<file path="src/rtl/location_compare_arbiter.sv">
// Round-robin arbiter sharing one roughly_equal_locations comparator among NUM_REQ requesters.
// Define LOC_ARB_TIMEOUT_EN to bound the WAIT state by TIMEOUT_CYCLES and report resp_timeout.
module location_compare_arbiter #(
  parameter int NUM_REQ        = 4,
  parameter int TIMEOUT_CYCLES = 15
) (
  input  logic                  clock,
  input  logic                  reset,
  input  logic [NUM_REQ-1:0]    req,
  input  logic [12*NUM_REQ-1:0] req_loc_1,
  input  logic [12*NUM_REQ-1:0] req_loc_2,
  output logic [NUM_REQ-1:0]    resp_valid,
  output logic                  resp_equal,
  output logic                  resp_timeout,
  output logic                  busy,
  output logic                  cmp_enable,
  output logic [11:0]           cmp_loc_1,
  output logic [11:0]           cmp_loc_2,
  input  logic                  cmp_done,
  input  logic                  cmp_equal
);

  localparam int IDX_W = (NUM_REQ > 2) ? 2 : 1;

  typedef enum logic [2:0] {IDLE, GRANT, ISSUE, WAIT, RESP} state_t;

  state_t             state;
  state_t             next_state;
  logic [IDX_W-1:0]   rr_ptr;
  logic [IDX_W-1:0]   gnt_idx;
  logic [IDX_W-1:0]   gnt_next;
  logic [IDX_W-1:0]   win_idx;
  logic               win_found;
  logic               blackout;
  logic               eq_r;
  logic               timeout_hit;
  logic [NUM_REQ-1:0] gnt_onehot;
  logic [NUM_REQ-1:0] masked_req;
  logic [11:0]        sel_loc_1;
  logic [11:0]        sel_loc_2;
  int                 cand;

  assign resp_equal = eq_r;
  assign gnt_next   = (gnt_idx == IDX_W'(NUM_REQ - 1)) ? '0 : gnt_idx + 1'b1;

  always_comb begin
    gnt_onehot = '0;
    sel_loc_1  = '0;
    sel_loc_2  = '0;
    for (int i = 0; i < NUM_REQ; i++) begin
      if (gnt_idx == IDX_W'(i)) begin
        gnt_onehot[i] = 1'b1;
        sel_loc_1     = req_loc_1[12*i +: 12];
        sel_loc_2     = req_loc_2[12*i +: 12];
      end
    end
  end

  // The requester just served is masked for one IDLE cycle so a late req drop cannot re-win.
  always_comb begin
    masked_req = req;
    if (blackout) masked_req = req & ~gnt_onehot;
    win_found = 1'b0;
    win_idx   = '0;
    cand      = 0;
    for (int off = NUM_REQ - 1; off >= 0; off--) begin
      cand = (int'(rr_ptr) + off) % NUM_REQ;
      if (masked_req[IDX_W'(cand)]) begin
        win_found = 1'b1;
        win_idx   = IDX_W'(cand);
      end
    end
  end

  always_comb begin
    next_state = state;
    unique case (state)
      IDLE:    if (win_found) next_state = GRANT;
      GRANT:   next_state = ISSUE;
      ISSUE:   next_state = WAIT;
      WAIT:    if (cmp_done || timeout_hit) next_state = RESP;
      RESP:    next_state = IDLE;
      default: next_state = IDLE;
    endcase
  end

  always_ff @(posedge clock or posedge reset) begin
    if (reset) begin
      state      <= IDLE;
      rr_ptr     <= '0;
      gnt_idx    <= '0;
      blackout   <= 1'b0;
      eq_r       <= 1'b0;
      resp_valid <= '0;
      busy       <= 1'b0;
      cmp_enable <= 1'b0;
      cmp_loc_1  <= '0;
      cmp_loc_2  <= '0;
    end else begin
      state      <= next_state;
      busy       <= (next_state != IDLE);
      cmp_enable <= (next_state == ISSUE);
      blackout   <= (state == RESP);
      if (state == IDLE && win_found) gnt_idx <= win_idx;
      if (state == GRANT) begin
        cmp_loc_1 <= sel_loc_1;
        cmp_loc_2 <= sel_loc_2;
      end
      // A timeout exit has cmp_done low, which forces the reported result to 0.
      if (state == WAIT && next_state == RESP) begin
        rr_ptr     <= gnt_next;
        resp_valid <= gnt_onehot;
        eq_r       <= cmp_done & cmp_equal;
      end else begin
        resp_valid <= '0;
        eq_r       <= 1'b0;
      end
    end
  end

`ifdef LOC_ARB_TIMEOUT_EN
  logic [3:0] wait_cnt;

  assign timeout_hit = (state == WAIT) && (wait_cnt == 4'(TIMEOUT_CYCLES - 1));

  always_ff @(posedge clock or posedge reset) begin
    if (reset) begin
      wait_cnt     <= '0;
      resp_timeout <= 1'b0;
    end else begin
      if (state != WAIT)     wait_cnt <= '0;
      else if (!timeout_hit) wait_cnt <= wait_cnt + 4'd1;
      resp_timeout <= (state == WAIT) && !cmp_done && timeout_hit;
    end
  end
`else
  localparam int unused_timeout_cycles = TIMEOUT_CYCLES;
  assign timeout_hit  = 1'b0;
  assign resp_timeout = 1'b0;
`endif

endmodule
</file>
<file path="config.mk">
export PLATFORM = sky130hd
export DESIGN_NAME = location_compare_arbiter
export DESIGN_NICKNAME = d
export VERILOG_FILES = /design/src/rtl/location_compare_arbiter.sv
export SDC_FILE = /design/constraint.sdc
export NUM_CORES = 1
export LEC_CHECK = 0
export ABC_CLOCK_PERIOD_IN_PS = 2700
export CAP_MARGIN = 0
export CORE_MARGIN = 3
export CORE_UTILIZATION = 41
export CTS_CLUSTER_SIZE = 28
export DETAILED_ROUTE_END_ITERATION = 16
export HOLD_SLACK_MARGIN = 0.03
export PLACE_DENSITY = 0.86
export SLEW_MARGIN = 25
export SYNTH_ARGS = -nofsm -noshare
export SYNTH_HDL_FRONTEND = slang
export SYNTH_SLANG_ARGS = --single-unit
</file>
<file path="constraint.sdc">
create_clock -name clock -period 2.7 [get_ports clock]
set_clock_uncertainty 0.05 [all_clocks]
set_input_delay 0.27 -clock clock [delete_from_list [all_inputs] [get_ports clock]]
set_output_delay 0.27 -clock clock [all_outputs]
set_load 0.005 [all_outputs]
</file>
======== Word level (Yosys, flattened, before mapping) ========
Cells that the tools add are included.
Widths: inputs -> output; s select.
storage, ports and cells
  register bits ........................... 39
  bits in latches ......................... 0
  memory bits (writable) .................. 0
  bits in read-only memories .............. 0
  output and inout port bits .............. 32
  logic and storage cells ................. 74
  memories kept ........................... 0
operators by class
  add/subtract/negate cells ............... 4
  multiply operators ...................... 0
  divide/modulo/power cells ............... 0
  order comparisons ....................... 4
  equality and inequality tests ........... 9
  shift-type cells ........................ 0
  muxes and demuxes ....................... 39
  bitwise operators ....................... 3
  reduce and logical (&&, ||, !) cells .... 5
operator list
  cell                 count
  $mux 12              8
  $mux 1               17
  $lt 2x4->1 const B   4
  $pmux 3 s4           1
  $mux 2               5
  $eq 3x2->1 const B   3
  $bmux 1 s2           4
  $mux 4               2
  $eq 3x3->1 const B   2
  $mux 3               2
  $add 2x1->2 const B  2
  $add 2x2->2 const B  2
  $and 4x4->4          1
  $eq 2x2->1 const B   2
  $not 4->4            1
  $eq 3x1->1 const B   1
  $logic_not 3->1      1
  $reduce_bool 3->1    1
  $eq 2x1->1 const B   1
  $logic_and 1x1->1    2
  $logic_not 2->1      1
  $and 1x1->1          1

======== Logic depth before layout (Yosys ltp) ========
  word-level depth ........................ 17
  mapped depth ............................ 8
  mapped depth without buffers ............ 6

======== Worst setup path after synthesis ========
OpenSTA, ideal clock, no wires.
  kind .................................... register to register
  start point ............................. reg gnt_idx[0]
  end point ............................... reg cmp_loc_2[7]
  setup time .............................. 0.082 ns
  arrival ................................. 1.471 ns
  required time ........................... 2.568 ns
  path slack .............................. 1.097 ns
  cell stages (with the launch flop) ...... 8
  buffers on the path ..................... 1
  period minus slack after synthesis ...... 1.603 ns
  cell sequence ........................... dfrtp_1 -> inv_1 -> ha_1 -> nor2b_4 -> buf_4 -> a221oi_1 -> a211o_1 -> a31oi_1
between the ends
  word-level cells in the longest chain between the ends .. 5
RTL lines
  item                      RTL line  text
  start: declaration        30        logic [IDX_W-1:0] gnt_idx;
  start signal: assignment  104       if (state == IDLE && win_found) gnt_idx <= win_idx;
  $logic_not 2->1           51        if (gnt_idx == IDX_W'(i)) begin
  $mux 12 (3 in a row)      51
  $mux 12 *                 51
  end signal: assignment    107       cmp_loc_2 <= sel_loc_2;
  end: declaration          18        output logic [11:0] cmp_loc_2,
Mark *: on every way between the ends. The rest lies on a longest branch, timed or not.
A chain may end at the register's enable or synchronous reset.

======== Worst setup path in the final report ========
  start point ............................. reg gnt_idx[1]
  end point ............................... reg cmp_loc_1[5]
between the ends
  word-level cells in the longest chain between the ends .. 5
RTL lines
  item                    RTL line  text
  $logic_not 2->1         51
  $mux 12 (3 in a row)    51
  $mux 12 *               51
  end signal: assignment  106       cmp_loc_1 <= sel_loc_1;
  end: declaration        17        output logic [11:0] cmp_loc_1,
Marked as above.

==> impl_metrics.yaml <==
sta:
  fin_tns_setup_ns: 0
  hold_viol: 0
  timing.final.crit_share_pct: 81.9
  hold_ws_ns: 0.346
  slew-limit-headroom_pct: 60.5
  max_freq_mhz: 452
  rsz0062_at_grt: "no"
  post-route-min-period_ns: 2.21
  worst_slack_ns: 0.489
  slew_viol_final: 0
  setup_viol: 0
  tightest_slew_ns: 0.591
floorplanning:
  start_util_pct: 43.8
  die_x_um: 81.0
  fp-row-count: 26
  core_um2: 5270
  io_pins: 136
  die_h_um: 81.0
  dieArea_um2: 6570
critical_path:
  cp-end-kind: "flip-flop"
  cp.required_ns: 2.85
  cp_max_fo: 23
  worstSetupPathType: "flip-flop to flip-flop"
  critPathSlowestCell: "nor2b_4"
  critPathLaunchType: "flip-flop"
  cpPeakStageDelay_ns: 0.56
  critPathTopFamily: "compound AO/OA/AOI/OAI gates"
  crit_chain: "inv_1 -> ha_1 -> nor2b_4 -> a221oi_1 -> a211o_1 -> a31oi_1"
  reg2reg_to: "cmp_loc_1[5]"
  regToRegStartpoint: "gnt_idx[1]"
  r2r_cells: 6
  r2r_slack_ns: 0.49
  cp.arrival_ns: 2.36
  crit_buf_inv: 1
logic_synthesis:
  synth_edf_count: 0
  synthesis.nets: 369
  synth_warnings: 0
  yosys-top-cells-area: "dfrtp_1, a211o_1, a221oi_1"
  synth.most_common_cell: "dfrtp_1"
  syn-instance-count: 261
  synth_area_leader_cell: "dfrtp_1"
  yosysUniqueCellTypes: 34
  syn_area_per_cell_um2: 8.84
  ys.flop_type: "dfrtp_1"
  syn-cell-area_um2: 2310
  synth_top_cell_area_share_pct: 42.3
  ys_seq_elements: 39
  synth_commonest_cells: "dfrtp_1, nand2_1, inv_1, nor2_1, a31oi_1"
  synthArstFlopShare_pct: 100
  yosysSeqAreaShare_pct: 42.3
routing:
  final_antenna_net_count: 0
  wl_um: 7440
  post-route-drc-count: 0
  vias: 2507
  vias_per_cell: 5.47
  drt_first_iter_violations: 124
  wire_per_inst_um: 16.2
  drt_pass1_iterations: 4
place:
  io_buffers: 134
  gp_congestion: 0.795
  place_ws_ns: 0.465
  dp_cells: 450
  hpwl_um: 5560
final_layout:
  syn2layout_area_growth_pct: 65.5
  num_antenna_cells: 0
  nNetsFinal: 495
  instances_no_fill: 458
  drive_gt1_share_pct: 5.41
  fillers: 423
clock_tree:
  clock_sinks: 39
  cts_tree: "built"
  clock_path_buffers: 2
  worstSkewPairLatency_ns: 0.29
  ctsResizeCount: 0
  hold_buffers: 0
  cts_setup_buffers: 0
  cts.reportedPaths.clkPinSlew_ns: 0.08
  h-tree-depth: 2
  cts_root_buf: "clkbuf_8"
  numCtsBuffers: 5
power:
  p_leak_nw: 1.62
  ir_drop_v: 0.000454
  p_per_area_nw_per_um2: 939
grt:
  antenna_found_initial: 0
  grt.total_usage_pct: 22.5
  overflow: 0
  grt_pass1_vias: 2490
  grt_max_degree: 52
  grt_pass1_wl_um: 11500
run_status:
  status: "finished, final reports clean"
flow_run:
  maxCapViolCount: 0
worst_hold_path:
  worstHoldPathType: "input port to async pin"
registers in the layout, indices dropped and copies added (netlist names):
signal	flops
gnt_idx	2
cmp_loc_1	12
rr_ptr	2
cmp_loc_2	12
state	3
resp_valid	4
blackout	1
busy	1
cmp_enable	1
resp_equal	1
cell type report:
class	instances	area, µm²	share of cell area (%)
clock buffers	6	72.6	1.90
clock inverters	2	60.1	1.57
inverters	29	109	2.85
multi-input cells	171	1120	29.3
flip-flops and latches	39	976	25.5
well taps	70	87.6	2.29
repair buffers	141	1390	36.5
tightest hold or removal path, cell delays in order:
cell	delay [ns]
clkdlybuf4s50_1	0.39
inv_1	0.05
buf_4	0.43
worst max-delay path by stage:
| stage | depth (start not counted) | slack (ns) | end | startpoint |
|---|---|---|---|---|
| 2_1_floorplan | 7 | 1.10 | cmp_loc_2[7] | gnt_idx[0] |
| 4_1_cts | 6 | 0.47 | cmp_loc_1[5] | gnt_idx[1] |
| 5_1_grt | 6 | 0.23 | cmp_loc_1[5] | gnt_idx[1] |
| 3_3_place_gp | 5 | 0.59 | cmp_loc_1[3] | gnt_idx[0] |
| 6_report | 6 | 0.49 | cmp_loc_1[5] | gnt_idx[1] |
| 3_5_place_dp | 6 | 0.46 | cmp_loc_1[5] | gnt_idx[1] |
power breakdown:
| part | internal, W | switching [W] | total, W |
|---|---|---|---|
| Sequential | 0.000843 | 0.000173 | 0.00102 |
| Combinational | 0.00107 | 0.000921 | 0.00199 |
| Clock | 0.000370 | 0.000209 | 0.000579 |
cell usage in the layout, fill, tap and decap left out, types with 2 or more instances in the layout:
master / count
nand3_1: 4
o21ai_1: 2
o21ai_0: 2
a31oi_1: 25
ha_1: 2
inv_1: 29
ha_2: 2
nor2_1: 27
a211o_1: 24
dfrtp_1: 39
a21oi_1: 2
a21bo_2: 2
clkdlybuf4s50_1: 134
clkbuf_8: 5
and2_1: 6
a221oi_1: 23
a211oi_1: 2
buf_4: 7
o31ai_1: 2
nand2_1: 31
a21boi_1: 3
bufinv_16: 2
per-layer routing:
metal / GRT usage [%] / part of all wire (%) / vias up
met5: 0 / 0 / -
met4: 7.77 / 2.0 / 0
met3: 5.88 / 7.7 / 14
met2: 39.8 / 50 / 110
met1: 26.3 / 41 / 1183
li1: - / - / 1200
cell families (layout without fill, tap and decap cells):
group	count (synthesis)	after routing	share of synthesized area (%)
compound gates	92	92	31.5
simple gates	74	74	14.2
buf+inv	51	178	9.65
flops	39	39	42.3
fa+ha+maj	4	4	2.17
other cells	1	1	0.162
per-stage QoR:
step                utilization [%]  total power [W]  cell area [µm²]
global placement               70.0          0.00295             3690
global route                   72.5          0.00388             3820
CTS                            72.5          0.00362             3820
finish                         72.5          0.00359             3820
floorplan                         -          0.00221             2310
detailed placement             70.0          0.00303             3690
Note: power is estimated with default switching activity, not from simulation.
